$ cat config.mk
export PLATFORM = sky130hd
export DESIGN_NAME = thee_clk_gen
export DESIGN_NICKNAME = d
export VERILOG_FILES = /design/src/rtl/thee_clk_gen.sv
export SDC_FILE = /design/constraint.sdc
export NUM_CORES = 1
export LEC_CHECK = 0
export ABC_AREA = 1
export CORE_UTILIZATION = 59
export CTS_BUF_LIST = sky130_fd_sc_hd__clkbuf_2
export DETAILED_ROUTE_END_ITERATION = 8
export HOLD_SLACK_MARGIN = 0.02
export PLACE_DENSITY_LB_ADDON = 0.1
export SETUP_SLACK_MARGIN = 0.05
export SLEW_MARGIN = 20
export SYNTH_ARGS = -nofsm -noshare
export SYNTH_HDL_FRONTEND = slang
export SYNTH_SLANG_ARGS = --single-unit
$ cat constraint.sdc
create_clock -name clk -period 2.4 [get_ports clk]
set_input_delay 0.48 -clock clk [delete_from_list [all_inputs] [get_ports clk]]
set_output_delay 0.48 -clock clk [all_outputs]
set_load 0.02 [all_outputs]
$ cat src/rtl/thee_clk_gen.sv
// -----------------------------------------------------------------------------
// thee_clk_gen
//
// Numerically-controlled clock generator. A phase accumulator advances by a
// programmable increment each enabled reference cycle; its MSB is the generated
// square wave. The default increment is derived at elaboration from
// FREQ * FREQ_UNIT relative to REF_FREQ_HZ.
//
// Optional feature (macro THEE_CLK_GEN_MEAS_EN): an edge-count measurement unit
// that counts rising edges of clk_out over MEAS_WINDOW reference cycles and
// publishes the count once per window. Without the macro the measurement ports
// are tied to zero.
//
// Ports:
//   clk        in   reference clock, all logic on the rising edge
//   rst        in   synchronous active-high reset
//   en         in   accumulator advance enable
//   inc_load   in   load inc_val as the new phase increment
//   inc_val    in   runtime phase increment (clamped to 2^(ACC_W-1))
//   clk_out    out  generated square wave (accumulator MSB, registered)
//   rise_pulse out  one-cycle pulse in the cycle clk_out goes 0->1
//   meas_count out  rising edges counted in the last window
//   meas_valid out  one-cycle pulse when meas_count updates
// -----------------------------------------------------------------------------
module thee_clk_gen #(
   parameter int  FREQ        = 93,
   parameter real FREQ_UNIT   = 1e6,
   parameter real REF_FREQ_HZ = 1e9,
   parameter int  ACC_W       = 32,
   parameter int  MEAS_WINDOW = 1000
) (
   input  logic             clk,
   input  logic             rst,
   input  logic             en,
   input  logic             inc_load,
   input  logic [ACC_W-1:0] inc_val,
   output logic             clk_out,
   output logic             rise_pulse,
   output logic [15:0]      meas_count,
   output logic             meas_valid
);

   // Requested output frequency and the matching increment, rounded to nearest.
   localparam real F_OUT_HZ = FREQ * FREQ_UNIT;
   localparam real INC_REAL = F_OUT_HZ / REF_FREQ_HZ * (2.0 ** ACC_W);
   localparam longint INC_DEFAULT_L = longint'($floor(INC_REAL + 0.5));
   localparam logic [ACC_W-1:0] INC_DEFAULT = ACC_W'(INC_DEFAULT_L);

   // Half a turn per cycle is the fastest meaningful rate (output = ref/2).
   localparam logic [ACC_W-1:0] INC_MAX = {1'b1, {(ACC_W-1){1'b0}}};

   if (F_OUT_HZ <= 0.0 || F_OUT_HZ > REF_FREQ_HZ / 2.0) begin : g_bad_freq
      $fatal(1, "thee_clk_gen: FREQ*FREQ_UNIT must be in (0, REF_FREQ_HZ/2]");
   end

   logic [ACC_W-1:0] acc_q, acc_d;
   logic [ACC_W-1:0] inc_q, inc_d;
   logic             clk_out_q, clk_out_d;
   logic             rise_pulse_q, rise_pulse_d;
   logic [ACC_W-1:0] acc_sum;

   // NOTE: every signal gets a default at the top of always_comb so no path
   // leaves it unassigned, which would otherwise infer a latch.
   always_comb begin
      acc_sum      = acc_q + inc_q;   // wraps modulo 2^ACC_W
      acc_d        = acc_q;
      clk_out_d    = clk_out_q;
      rise_pulse_d = 1'b0;
      inc_d        = inc_q;

      if (en) begin
         acc_d        = acc_sum;
         clk_out_d    = acc_sum[ACC_W-1];
         rise_pulse_d = acc_sum[ACC_W-1] & ~clk_out_q;
      end

      // The current cycle's addition already used the old increment above.
      if (inc_load) begin
         inc_d = (inc_val > INC_MAX) ? INC_MAX : inc_val;
      end
   end

   // NOTE: sequential state uses non-blocking assignments so every register
   // samples pre-edge values regardless of statement order.
   always_ff @(posedge clk) begin
      if (rst) begin
         acc_q        <= '0;
         inc_q        <= INC_DEFAULT;
         clk_out_q    <= 1'b0;
         rise_pulse_q <= 1'b0;
      end else begin
         acc_q        <= acc_d;
         inc_q        <= inc_d;
         clk_out_q    <= clk_out_d;
         rise_pulse_q <= rise_pulse_d;
      end
   end

   assign clk_out    = clk_out_q;
   assign rise_pulse = rise_pulse_q;

`ifdef THEE_CLK_GEN_MEAS_EN
   localparam int WIN_W = (MEAS_WINDOW > 1) ? $clog2(MEAS_WINDOW) : 1;
   localparam logic [WIN_W-1:0] WIN_LAST = WIN_W'(MEAS_WINDOW - 1);

   logic [WIN_W-1:0] win_q, win_d;
   logic [15:0]      edges_q, edges_d;
   logic [15:0]      edges_sum;
   logic [15:0]      meas_count_q, meas_count_d;
   logic             meas_valid_q, meas_valid_d;

   always_comb begin
      // Saturating count including the pulse visible in this cycle.
      edges_sum    = (rise_pulse_q && edges_q != 16'hFFFF) ? edges_q + 16'd1 : edges_q;
      win_d        = win_q + 1'b1;
      edges_d      = edges_sum;
      meas_count_d = meas_count_q;
      meas_valid_d = 1'b0;

      if (win_q == WIN_LAST) begin
         win_d        = '0;
         edges_d      = '0;
         meas_count_d = edges_sum;
         meas_valid_d = 1'b1;
      end
   end

   always_ff @(posedge clk) begin
      if (rst) begin
         win_q        <= '0;
         edges_q      <= '0;
         meas_count_q <= '0;
         meas_valid_q <= 1'b0;
      end else begin
         win_q        <= win_d;
         edges_q      <= edges_d;
         meas_count_q <= meas_count_d;
         meas_valid_q <= meas_valid_d;
      end
   end

   assign meas_count = meas_count_q;
   assign meas_valid = meas_valid_q;
`else
   assign meas_count = 16'd0;
   assign meas_valid = 1'b0;
`endif

endmodule

==> results of run 1 <==
-- placed cells by master, fill, tap and decap left out, types with 5 or more instances in the layout --
master and n:
ha_1 31, xor2_1 14, buf_4 5, nand3_1 47, dfxtp_1 65, clkbuf_2 11, o21bai_1 7, a21oi_1 61
clkdlybuf4s50_1 37, o21ai_1 5, conb_1 17, nand2_1 210, inv_1 109, nor2_2 5, o21ai_0 35, nor2_1 97
nor4_1 8, nand2_2 9
-- path summary, 6_finish.rpt --
kind / end / cells past startpoint / slack (ns) / from
max: acc_q[30] / 14 / 0.22 / inc_q[0]
min: inc_q[14] / 2 / 0.50 / inc_q[14]
min reg2reg: inc_q[14] / 2 / 0.50 / inc_q[14]
max reg2reg: acc_q[30] / 14 / 0.22 / inc_q[0]
-- per-stage QoR --
stage	hold slack [ns]	instances	worst slack (ns)	utilization	power, W
final	0.503	908	0.220	0.673	0.00296
after global routing	0.524	908	0.0944	0.673	0.00320
after CTS	0.508	908	0.254	0.673	0.00295
after detailed placement	0.468	892	0.275	0.662	0.00240
after global placement	0.470	892	0.309	0.662	0.00236
after floorplan	0.445	785	0.636	-	0.00213
-- power groups by stage --
stage	logic [W]	registers, W	clock network, W
final	0.00113	0.00126	0.000567
after global routing	0.00130	0.00127	0.000626
after CTS	0.00112	0.00126	0.000573
after detailed placement	0.00112	0.00128	0
after global placement	0.00108	0.00128	0
after floorplan	0.000874	0.00125	0
-- final cells by class --
type | instances | area [µm²]
clock buffer | 11 | 55.1
clock inverter | 5 | 32.5
fill | 743 | 2540
inverter | 112 | 420
multi-input combinational | 570 | 2860
sequential | 65 | 1300
tap | 102 | 128
timing repair buffer | 43 | 428
-- layer usage --
layer	vias up	wire length [µm]	track usage
met5	-	0	0
met4	0	230	0.0885
met3	23	687	0.0473
met2	160	5070	0.489
met1	2089	5620	0.401
li1	2458	-	-
-- registers in the layout, indices dropped and copies added (netlist names) --
| signal | cells |
|---|---|
| acc_q | 32 |
| inc_q | 32 |
| rise_pulse | 1 |
-- worst register-to-register path, cell delays in order, from the launching register on --
cell,delay (ns)
dfxtp_1,0.37
ha_1,0.22
fa_1,0.42
nand3_1,0.10
nand2_1,0.11
nand2_1,0.08
nand2_1,0.10
nand3_1,0.09
nand2_1,0.19
nand2_1,0.14
nand2_1,0.06
nand2_1,0.06
nand3_1,0.06
nand2_1,0.07
inv_1,0.03
-- cells by family after synthesis --
family | count (synthesis) | share of synthesized area
AO/OA/AOI/OAI | 114 | 0.128
flip-flops | 65 | 0.274
adder cells (fa/ha/maj) | 32 | 0.0858
AND/OR/NAND/NOR | 391 | 0.346
XOR/XNOR | 16 | 0.0295
buffers and inverters | 150 | 0.136
other | 1 | 0.000789
==> flow_summary.ini, run 1 <==
[layout]
areaGrowthSynthToFinish_pct = 10.0
nets = 869
drive_gt1_frac = 0.0596
final_area_um2 = 5230
diodes = 0

[floorplan]
die_h_um = 91.7
die-area_um2 = 8420
initial_core_util = 0.612
core_area_um2 = 7770
num_rows = 32
io-pin-count = 55
fp.dieW_um = 91.7

[yosys]
synth_edf_count = 0
synthesis.area_um2 = 4750
yosysTopAreaCellShare = 0.274
synthTopCellsByCount = nand2_1 (210), inv_1 (109), nor2_1 (97), dfxtp_1 (65), a21oi_1 (61)
synth_cell_types = 36
postSynthCellCount = 769
synth_area_leaders = dfxtp_1 (27%), nand2_1 (17%), inv_1 (8.6%)
synth_top_area_cell = dfxtp_1
yosysSeqAreaShare = 0.274
avgSynthCellArea_um2 = 6.18
synth-seq-cells = 65
ys_async_sr_fraction = 0
synth_ff_type = dfxtp_1
synth_most_common_cell = nand2_1
yosys_warnings = 0

[clock_tree]
cts_root_buf = clkbuf_2
ctsHtreeMaxLevel = 3
clk_latency_ns = 0.51
holdBufCountCts = 0
cts.clk_slew.worst_paths_ns = 0.19
cts_resized = 0
cts_buffer_depth = 2
cts_buffers = 9
post_cts_buffers = 0
cts_tree = done
clkSinkCount = 65

[flow_run]
maxCapViolations = 0

[critical_path]
crit_arrival_ns = 2.60
crit_path_max_incr_delay_ns = 0.42
cp-end-kind = flip-flop
path_buf_inv = 1
path_cells = ha_1 > fa_1 > nand3_1 > nand2_1 > nand2_1 > nand2_1 > nand3_1 > nand2_1 > nand2_1 > nand2_1 > nand2_1 > nand3_1 > nand2_1 > inv_1
crit_fanout = 3
cp.required_ns = 2.82
crit_slowest_cell = fa_1
path_delay_family = simple AND/OR/NAND/NOR gates
worstSetupPathType = flip-flop to flip-flop
critPathMostFrequentCell = nand2_1
worstSetupStartpointType = flip-flop

[global_routing]
grt_max_degree = 47
antenna_found_initial = 0
grt_usage = 0.297
grt-ovfl-total = 0
grt_pass1_vias = 4446
grt_pass1_wl_mm = 19.9

[sta]
finClkSkew_ns = 0.0277
fin_crit_sh = 0.908
timing.slew.headroom = 0.642
rsz0062_at_grt = false
fin_tns_setup_ns = 0
slew_viol_final = 0
final_hold_viol_count = 0
setup_violations = 0
max_clock_freq_ghz = 0.459
tightest_slew_ns = 0.536
period_needed_ns = 2.18

[place]
gp_congestion = 0.906
place_area_um2 = 5140
numPortBuffers = 37
dp_hpwl_mm = 9.28

[min_path]
hold_path.class = flip-flop to flip-flop

[route]
ant_nets = 0
wl_mm = 11.6
drc = 0
via_per_inst = 5.21
first_iter_violations = 248
routedWlPerCell_um = 12.8
vias = 4730
first_pass_iters = 5

[power]
switching_share = 0.409
p_clk_frac = 0.192
leakage_nw = 2.82
p_seq_frac = 0.427
power_frac_comb = 0.382
ir_drop_mv = 0.328
p_int_w = 0.00175
p_per_area_nw_per_um2 = 566
netSwitchingPower_w = 0.00121

[run_status]
status = complete, no violations
Note: power is estimated with default switching activity, not from simulation.
==> run 2, diff against run 1 <==
==> constraint.sdc (replaced) <==
create_clock -name clk -period 2.3 [get_ports clk]
set_input_delay 0.46 -clock clk [delete_from_list [all_inputs] [get_ports clk]]
set_output_delay 0.46 -clock clk [all_outputs]
set_load 0.02 [all_outputs]
==> run 2 against run 1 <==
Clock power rose by 31%. Hold slack got worse by 0.0058 ns. Cell count did not move. Wire length barely moved. Clock skew rose by 0.0078 ns. Critical path depth fell by 13. Sequential share of layout area fell by 0.17 points.
==> flow_summary.ini, run 2 (synthesis results as in run 1) <==
[run_status]
status = complete, no violations

[critical_path]
cp-end-kind = output pin
crit_path_max_incr_delay_ns = 0.63
r2r_end = acc_q[30]
crit_arrival_ns = 1.60
worstSetupPathType = flip-flop to output pin
r2r_setup_slack_ns = 0.24
cp-startpoint = acc_q[31]
crit_fanout = 4
path_buf_inv = 1
worstRegToRegCells = 14
cp.required_ns = 1.84
r2r-start = acc_q[0]
path_cells = clkdlybuf4s50_1
path_delay_family = buffers and inverters
crit_slowest_cell = clkdlybuf4s50_1
worstSetupStartpointType = flip-flop

[clock_tree]
clkSinkCount = 65
ctsHtreeMaxLevel = 3
cts_root_buf = clkbuf_2
cts_resized = 0
cts_buffer_depth = 2
post_cts_buffers = 0
cts_buffers = 9
cts_tree = done
cts.clk_slew.worst_paths_ns = 0.21
holdBufCountCts = 0
clk_latency_ns = 0.52

[global_routing]
grt-ovfl-total = 0
antenna_found_initial = 0
grt_pass1_vias = 4384
grt_pass1_wl_mm = 19.8
grt_usage = 0.295
grt_max_degree = 47

[place]
place_ws_ns = 0.165
numPortBuffers = 37
dp_hpwl_mm = 9.16
place_area_um2 = 5140
gp_congestion = 0.915

[layout]
diodes = 0
final_common_cell = nand2_1
final_cell_mix = nand2_1 (209), inv_1 (109), nor2_1 (97)
drive_gt1_frac = 0.0633
nFillCells = 733
areaGrowthSynthToFinish_pct = 10.8
final_area_um2 = 5260
nets = 869

[flow_run]
maxCapViolations = 0

[min_path]
whs_path_depth = 3
hold_path.class = input port to flip-flop
min_to = inc_q[10]
worstHoldStart = inc_val[10]

[route]
first_iter_violations = 357
via_per_inst = 5.23
drc = 0
vias = 4751
wl_mm = 11.6
first_pass_iters = 5
routedWlPerCell_um = 12.8
ant_nets = 0

[sta]
rsz0062_at_grt = false
setup_violations = 0
timing.slew.headroom = 0.642
setup_ws_ns = 0.245
period_needed_ns = 2.06
slew_viol_final = 0
fin_tns_setup_ns = 0
fin_crit_sh = 0.893
max_clock_freq_ghz = 0.487
finClkSkew_ns = 0.0354
tightest_slew_ns = 0.536
final_hold_viol_count = 0

[power]
p_per_area_nw_per_um2 = 616
leakage_nw = 2.83
ir_drop_mv = 0.325

[floorplan]
io-pin-count = 55
fp.dieW_um = 91.7
num_rows = 32
die_h_um = 91.7
core_area_um2 = 7770
die-area_um2 = 8420
initial_core_util = 0.612
==> run 2: worst max-delay path by stage <==
stage | endpoint | cells after the start
after floorplan | acc_q[12] | 11
after global placement | inc_q[29] | 9
after detailed placement | inc_q[30] | 9
after CTS | acc_q[30] | 14
after global routing | acc_q[20] | 14
final | clk_out | 1
==> run 2: layout make-up <==
cell class / instances / area [µm²] / area share
clock inverter: 6 / 67.6 / 0.0128
tap: 102 / 128 / 0.0242
multi-input combinational: 570 / 2870 / 0.545
sequential: 65 / 1300 / 0.247
inverter: 112 / 420 / 0.0799
clock buffer: 10 / 50.0 / 0.00951
timing repair buffer: 43 / 428 / 0.0813
==> run 2: stage by stage <==
step | cells | total power [W] | utilization | hold slack [ns]
2_1_floorplan | 785 | 0.00222 | - | 0.445
3_3_place_gp | 892 | 0.00247 | 0.662 | 0.469
3_5_place_dp | 892 | 0.00250 | 0.662 | 0.479
4_1_cts | 908 | 0.00323 | 0.677 | 0.478
5_1_grt | 908 | 0.00347 | 0.678 | 0.482
6_report | 908 | 0.00324 | 0.678 | 0.497
==> run 2: metal layers <==
metal	vias to the layer above	share of wire	wire length, µm	track usage
li1	2459	-	-	-
met1	2139	0.50	5750	0.403
met2	138	0.44	5070	0.480
met3	15	0.056	649	0.0506
met4	0	0.012	144	0.0742
met5	-	0	0	0
==> run 2: power breakdown <==
| group | internal (W) | switching, W | leakage (nW) | total (W) |
|---|---|---|---|---|
| combinational | 0.000445 | 0.000737 | 2.22 | 0.00118 |
| clock | 0.000258 | 0.000481 | 0.0685 | 0.000740 |
| sequential | 0.00124 | 0.0000828 | 0.541 | 0.00132 |
| total | 0.00194 | 0.00130 | 2.83 | 0.00324 |
